[src/rtl/moore_pkg.sv]
// moore_pkg: shared symbol type and stimulus-generator state encoding for the moore X/Z interface
package moore_pkg;
  localparam int SYM_W = 2;
  typedef logic [SYM_W-1:0] sym_t;
  typedef enum logic [1:0] {IDLE = 2'd0, EMIT = 2'd1, FINISH = 2'd2} state_t;
endpackage

[src/rtl/moore_pat_mem.sv]
// moore_pat_mem: DEPTH x SYM_W pattern register file, async read, sync write, async clear
module moore_pat_mem
  import moore_pkg::*;
#(
  parameter int DEPTH = 8
) (
  input  logic                     CLK,
  input  logic                     RST,
  input  logic                     we,
  input  logic [$clog2(DEPTH)-1:0] waddr,
  input  logic [SYM_W-1:0]         wdata,
  input  logic [$clog2(DEPTH)-1:0] raddr,
  output logic [SYM_W-1:0]         rdata
);
  sym_t mem [DEPTH];
  always_ff @(posedge CLK or posedge RST)
    if (RST) mem <= '{default: '0};
    else if (we) mem[waddr] <= wdata;
  assign rdata = mem[raddr];
endmodule

[src/rtl/moore_stim_gen.sv]
// moore_stim_gen: plays a loaded symbol pattern onto the moore detector's X input
// and counts Z rising edges seen while the pattern is being emitted.
module moore_stim_gen
  import moore_pkg::*;
#(
  parameter int DEPTH = 8,
  parameter int HOLD  = 1,
  parameter int CW    = 8
) (
  input  logic                     CLK,
  input  logic                     RST,
  input  logic                     LOAD_EN,
  input  logic [$clog2(DEPTH)-1:0] LOAD_ADDR,
  input  logic [SYM_W-1:0]         LOAD_SYM,
  input  logic [$clog2(DEPTH):0]   LEN,
  input  logic                     REPEAT,
  input  logic                     START,
  input  logic                     ABORT,
  input  logic                     Z_IN,
  output logic [SYM_W-1:0]         X,
  output logic                     X_VALID,
  output logic                     BUSY,
  output logic                     DONE,
  output logic [CW-1:0]            HIT_CNT
);
  localparam int AW = $clog2(DEPTH);
  localparam int HW = HOLD > 1 ? $clog2(HOLD) : 1;
  state_t state;
  logic [AW-1:0] idx, last, raddr;
  logic [HW-1:0] hold;
  logic [AW:0] len_c;
  logic z_prev, hold_end, sym_end;
  sym_t rdata;
  assign len_c    = LEN > (AW+1)'(DEPTH) ? (AW+1)'(DEPTH) : LEN;
  assign hold_end = hold == HW'(HOLD - 1);
  assign sym_end  = idx == last;
  // The single read port looks ahead to the next symbol, or to entry 0 on start/wrap
  assign raddr = (state == EMIT && hold_end && !sym_end) ? idx + AW'(1) : '0;
  moore_pat_mem #(.DEPTH(DEPTH)) u_mem (
    .CLK   (CLK),
    .RST   (RST),
    .we    (LOAD_EN && !BUSY),
    .waddr (LOAD_ADDR),
    .wdata (LOAD_SYM),
    .raddr (raddr),
    .rdata (rdata)
  );
  always_ff @(posedge CLK or posedge RST)
    if (RST) begin
      state   <= IDLE;
      X       <= '0;
      X_VALID <= 1'b0;
      BUSY    <= 1'b0;
      DONE    <= 1'b0;
      HIT_CNT <= '0;
      z_prev  <= 1'b0;
      idx     <= '0;
      last    <= '0;
      hold    <= '0;
    end else begin
      z_prev <= Z_IN;
      DONE   <= 1'b0;
      case (state)
        IDLE:
          if (START && LEN != '0) begin
            state   <= EMIT;
            X       <= rdata;
            X_VALID <= 1'b1;
            BUSY    <= 1'b1;
            HIT_CNT <= '0;
            idx     <= '0;
            hold    <= '0;
            last    <= AW'(len_c - 1'b1);
          end
        EMIT:
          if (ABORT) begin
            state   <= IDLE;
            X       <= '0;
            X_VALID <= 1'b0;
            BUSY    <= 1'b0;
          end else begin
            if (Z_IN && !z_prev && HIT_CNT != '1) HIT_CNT <= HIT_CNT + 1'b1;
            hold <= hold_end ? '0 : hold + 1'b1;
            if (hold_end && !sym_end) begin
              idx <= idx + AW'(1);
              X   <= rdata;
            end else if (hold_end && REPEAT) begin
              idx <= '0;
              X   <= rdata;
            end else if (hold_end) begin
              state   <= FINISH;
              X       <= '0;
              X_VALID <= 1'b0;
              DONE    <= 1'b1;
            end
          end
        FINISH: begin
          state <= IDLE;
          BUSY  <= 1'b0;
        end
        default: state <= IDLE;
      endcase
    end
endmodule

[config.mk]
export PLATFORM = sky130hd
export DESIGN_NAME = moore_stim_gen
export DESIGN_NICKNAME = d
export VERILOG_FILES = /design/src/rtl/moore_pkg.sv /design/src/rtl/moore_pat_mem.sv /design/src/rtl/moore_stim_gen.sv
export SDC_FILE = /design/constraint.sdc
export NUM_CORES = 1
export LEC_CHECK = 0
export CAP_MARGIN = 20
export CELL_PAD_IN_SITES_DETAIL_PLACEMENT = 0
export CELL_PAD_IN_SITES_GLOBAL_PLACEMENT = 2
export CORE_MARGIN = 1
export CORE_UTILIZATION = 38
export CTS_CLUSTER_SIZE = 12
export DETAILED_ROUTE_END_ITERATION = 16
export PLACE_DENSITY_LB_ADDON = 0.1
export SETUP_SLACK_MARGIN = 0.5
export SYNTH_ARGS = -nofsm -noshare
export SYNTH_HDL_FRONTEND = slang
export SYNTH_SLANG_ARGS = --single-unit
[constraint.sdc]
create_clock -name CLK -period 6.55 [get_ports CLK]
set_clock_uncertainty 0.2 [all_clocks]
set_input_delay 1.31 -clock CLK [delete_from_list [all_inputs] [get_ports CLK]]
set_output_delay 1.31 -clock CLK [all_outputs]
set_load 0.01 [all_outputs]
== Word level (Yosys, flattened, before mapping) ==
Cells that the tools add are included.
W data, S select, Z words.

* Register bits after elaboration: 39
* Output and inout bits: 13
* Logic and storage cells: 112

* Add/sub/neg operators: 4
* Order comparisons: 4
* Eq/ne operators: 13
* Multiplexer cells: 46
* Bitwise operators: 3
* Reductions and logical operators: 24

{| class="wikitable"
|+ Operators with widths
! cell !! count
|-
| $mux W2 || 13
|-
| $mux W8 || 3
|-
| $mux W3 || 6
|-
| $bwmux W16 || 1
|-
| $pmux W8 S2 || 1
|-
| $mux W1 || 14
|-
| $reduce_and A4 Y1 || 3
|-
| $logic_and A1 B1 Y1 || 9
|-
| $ne A3 B3 Y1 const B || 3
|-
| $reduce_and A3 Y1 || 3
|-
| $add A8 B1 Y8 const B || 1
|-
| $ge A4 B4 Y1 const B || 2
|-
| $ne A8 B8 Y1 const B || 1
|-
| $not A3 Y4 || 2
|-
| $pmux W2 S2 || 2
|-
| $bmux W2 S3 || 1
|-
| $demux W2 S3 || 1
|-
| $ne A2 B2 Y1 const B || 3
|-
| $pmux W3 S2 || 1
|-
| $ne A5 B3 Y1 const B || 1
|-
| $reduce_and A5 Y1 || 1
|-
| $gt A4 B4 Y1 const B || 1
|-
| $lt A4 B1 Y1 const B || 1
|-
| $pmux W1 S2 || 2
|-
| 16 further kinds || 18
|}

== Depth between registers and ports, before layout ==
* Depth in word-level cells: 12
* Gate-level depth with buffers: 8
* Depth with buffers taken out: 7

== Cells and area by module ==
From an unflattened synthesis, not the netlist that was laid out.

* Cells, all modules: 187
* Area total of the unflattened synthesis: 2168.3 µm²

{| class="wikitable"
|+ By module, submodules not included
! module !! times used !! cells each !! area each (µm²) !! seq. area each (µm²)
|-
| moore_stim_gen || 1 || 140 || 1377.6 || 550.5
|-
| moore_pat_mem || 1 || 47 || 790.8 || 400.4
|}

== Least setup slack after synthesis ==
No wires, ideal clock.

* Path kind: input to register
* Start: in LEN[3]
* End: reg idx[0]
* Library setup time: 0.125 ns
* Arrival time: 2.319 ns
* Slack: 3.906 ns
* Cell stages on the path: 4
* Path through: o41ai_4 -> nand2_4 -> o311a_4 -> mux2_4

* Cells in the longest elaborated chain, start to end: 4

{| class="wikitable"
|+ Ends and longest elaborated chain
! element !! RTL line !! RTL
|-
| start: declaration || moore_stim_gen.sv:15 || <nowiki>input logic [$clog2(DEPTH):0] LEN,</nowiki>
|-
| $reduce_bool A4 Y1 || moore_stim_gen.sv:65 || <nowiki>if (START && LEN != '0) begin</nowiki>
|-
| $logic_and A1 B1 Y1 || moore_stim_gen.sv:65 ||
|-
| $ne A2 B2 Y1 (no source line) || n/a ||
|-
| $reduce_and A4 Y1 (no source line) || n/a ||
|-
| end signal: assignment || moore_stim_gen.sv:85 || <nowiki>idx <= idx + AW'(1);</nowiki>
|-
| end: declaration || moore_stim_gen.sv:29 || <nowiki>logic [AW-1:0] idx, last, raddr;</nowiki>
|}

No other way between the ends.
A chain may end at the register's enable or synchronous reset.

== Final worst setup path ==
* Start: in LEN[3]
* End: reg idx[2]

Same word-level chain as after synthesis.

==> flow_summary.yaml <==
clocking:
  holdBufCountCts: 0
  cts_tree: "yes"
  post_cts_buffers: 0
  cts.clk_slew.worst_paths_ns: 0.08
  clock_latency_ns: 0.29
  ctsResizeCount: 0
  cts_buffer_depth: 2
  cts_root_buffer: "clkbuf_8"
  clock_sinks: 38
  h-tree-depth: 2
  numCtsBuffers: 5
power:
  p_leak_uw: 0.00107
  peakVddDrop_v: 0.000169
  power_density_nw_per_um2: 427
final_layout:
  drive_above_1_share_pct: 20.2
  layout_commonest_cell: "dfrtp_1"
  final_cell_mix: "dfrtp_1, clkdlybuf4s50_1, mux2_2, nor2_1, nand2_1"
  final_cell_area_um2: 2530
  antennaDiodeCount: 0
  area_delta_synth_final_pct: 24.5
  nets: 229
floorplanning:
  die-area_um2: 5650
  io_pins: 29
  core_area_um2: 5140
  die_h_um: 75.2
  start_util_pct: 39.6
  die_w_um: 75.2
  fp-row-count: 26
drt:
  wire_per_inst_um: 15.3
  num_vias: 1417
  postRouteWirelength_mm: 4.27
  dr.first_iter.drc_count: 99
  dr.pass1.iters: 4
  vias_per_cell: 5.10
  antenna_left: 0
  drcViolationCount: 0
logic_synthesis:
  synth_enable_flop_cells: 0
  syn_area_per_cell_um2: 11.6
  synthTopCellsByArea: "dfrtp_1, mux2_2, ha_1"
  synth_cell_types: 42
  synth_top_cell_by_area: "dfrtp_1"
  syn-cell-area_um2: 2030
  ys_ff_latch: 38
  synth_cells: 175
  synth.yosys.seq_area_share_pct: 46.7
  syn_nets: 197
  synth.top_cell.area_share_pct: 46.7
  synthFlopType: "dfrtp_1"
  yosysWarnings: 0
  async_reset_ff_share_pct: 100
global_routing:
  antenna_found_initial: 0
  grt_overflow: 0
  grt_usage_pct: 17.2
  grt_max_degree: 39
  grt_pass1_vias: 1427
  grt_pass1_wl_mm: 7.11
timing:
  finalSetupViolCount: 0
  timing.final.crit_share_pct: 45.6
  maxSlewHeadroom_pct: 67.9
  hold_violations: 0
  rsz0062_at_grt: "false"
  slew_viol_final: 0
  timing.setup.tns_ns: 0
  layout_min_cycle_time_ns: 2.99
  worst_slew_pin_slew_ns: 0.482
  fmax_ghz: 0.335
critical_path:
  critPathKind: "in2reg"
  worstPathRequired_ns: 6.53
  max_stage_delay_ns: 0.52
  start_kind: "primary input"
  cp-end-kind: "register"
  cpMaxStageDelayCell: "o41ai_4"
  worstPathCellList: "clkdlybuf4s50_1 > o41ai_4 > nand2_4 > o311a_4 > mux2_4"
  path_max_fanout: 9
  critPathArrivalTime_ns: 2.96
placed_design:
  place_area_um2: 2390
  hpwlAfterDp_mm: 3.19
  port_buffers: 28
  place.gp.congestion: 0.766
outcome:
  status: "finished, final reports clean"
flow_run:
  maxCapViolCount: 0
worst_hold_path:
  holdCritPathClass: "reg2reg"
==> where the power goes <==
group / leakage [uW] / internal (uW) / switching, uW
Clock: 0.0000714 / 163 / 87.1
Sequential: 0.000479 / 324 / 69.6
Combinational: 0.000518 / 226 / 214
Total: 0.00107 / 712 / 371
==> cells in the mapped netlist, types with 2 or more instances <==
library cell	number
clkbuf_1	3
nor2_1	14
o221ai_1	2
mux2_4	2
xor2_1	6
xnor2_1	4
nand2_1	11
a21oi_1	7
ha_1	6
a32oi_1	2
dfrtp_1	38
and3_1	2
nand3b_1	2
o221a_2	2
nand4_1	2
o21ai_0	9
o2111ai_1	3
mux2_2	19
o211ai_1	2
mux4_2	2
nor3b_1	3
nand3_1	3
inv_1	9
nand2b_1	4
==> through the flow <==
| stage | std cells | hold WS [ns] | setup slack, ns | utilization [%] | total power (uW) |
|---|---|---|---|---|---|
| after floorplan | 175 | 0.270 | 3.91 | - | 707 |
| after global placement | 270 | 0.286 | 3.30 | 46.5 | 827 |
| after detailed placement | 270 | 0.291 | 3.26 | 46.5 | 841 |
| after CTS | 278 | 0.309 | 3.57 | 49.3 | 1090 |
| after global routing | 278 | 0.328 | 3.50 | 49.3 | 1160 |
| final | 278 | 0.307 | 3.56 | 49.3 | 1080 |
==> cell families after synthesis <==
kind of cell    count (synthesis)  synth area share, %
simple gates                   47                 12.2
compound gates                 36                 15.0
xor+xnor                       11                 5.10
fa+ha+maj                       6                 3.69
mux                            24                 14.7
buf+inv                        13                 2.58
flops                          38                 46.7
==> area by class of cell <==
| cell class | instances | area, um^2 |
|---|---|---|
| well taps | 70 | 87.6 |
| flip-flops and latches | 38 | 951 |
| inverters | 9 | 33.8 |
| repair buffers | 29 | 288 |
| fillers | 504 | 2610 |
| clock inverters | 2 | 60.1 |
| multi-input cells | 124 | 1030 |
| clock buffers | 6 | 82.6 |
==> flip-flops by register name (all words and copies together), names as in the netlist <==
register and cells:
idx 3, last 3, z_prev 1, HIT_CNT 8, state 2, X 2, X_VALID 1, u_mem.mem 16
DONE 1, BUSY 1
==> critical path, delay by kind of cell <==
family                 cells  cell delay, ns
AO/OA/AOI/OAI              2            0.70
buffers and inverters      1            0.50
multiplexers               1            0.31
AND/OR/NAND/NOR            1            0.14
==> layer usage <==
| metal | GRT usage, % | routed length (um) |
|---|---|---|
| met3 | 4.28 | 139 |
| met2 | 24.8 | 1870 |
| met5 | 0 | 0 |
| met4 | 5.56 | 41 |
| met1 | 25.4 | 2220 |
==> final timing paths <==
path	to	slack, ns	startpoint	cells past startpoint
setup / recovery	idx[2]$_DFFE_PP0P_	3.56	LEN[3]	5
setup reg to reg	X[0]$_DFFE_PP0P_	4.21	idx[0]$_DFFE_PP0P_	5
min in group asynchronous	u_mem.mem[7]$_DFFE_PP0P_	1.23	RST	3
hold reg to reg	u_mem.mem[6]$_DFFE_PP0P_	0.31	u_mem.mem[6]$_DFFE_PP0P_	1
hold / removal	u_mem.mem[6]$_DFFE_PP0P_	0.31	u_mem.mem[6]$_DFFE_PP0P_	1
max in group asynchronous	last[1]$_DFFE_PP0P_	4.58	RST	3
(Power assumes the default switching activity.)
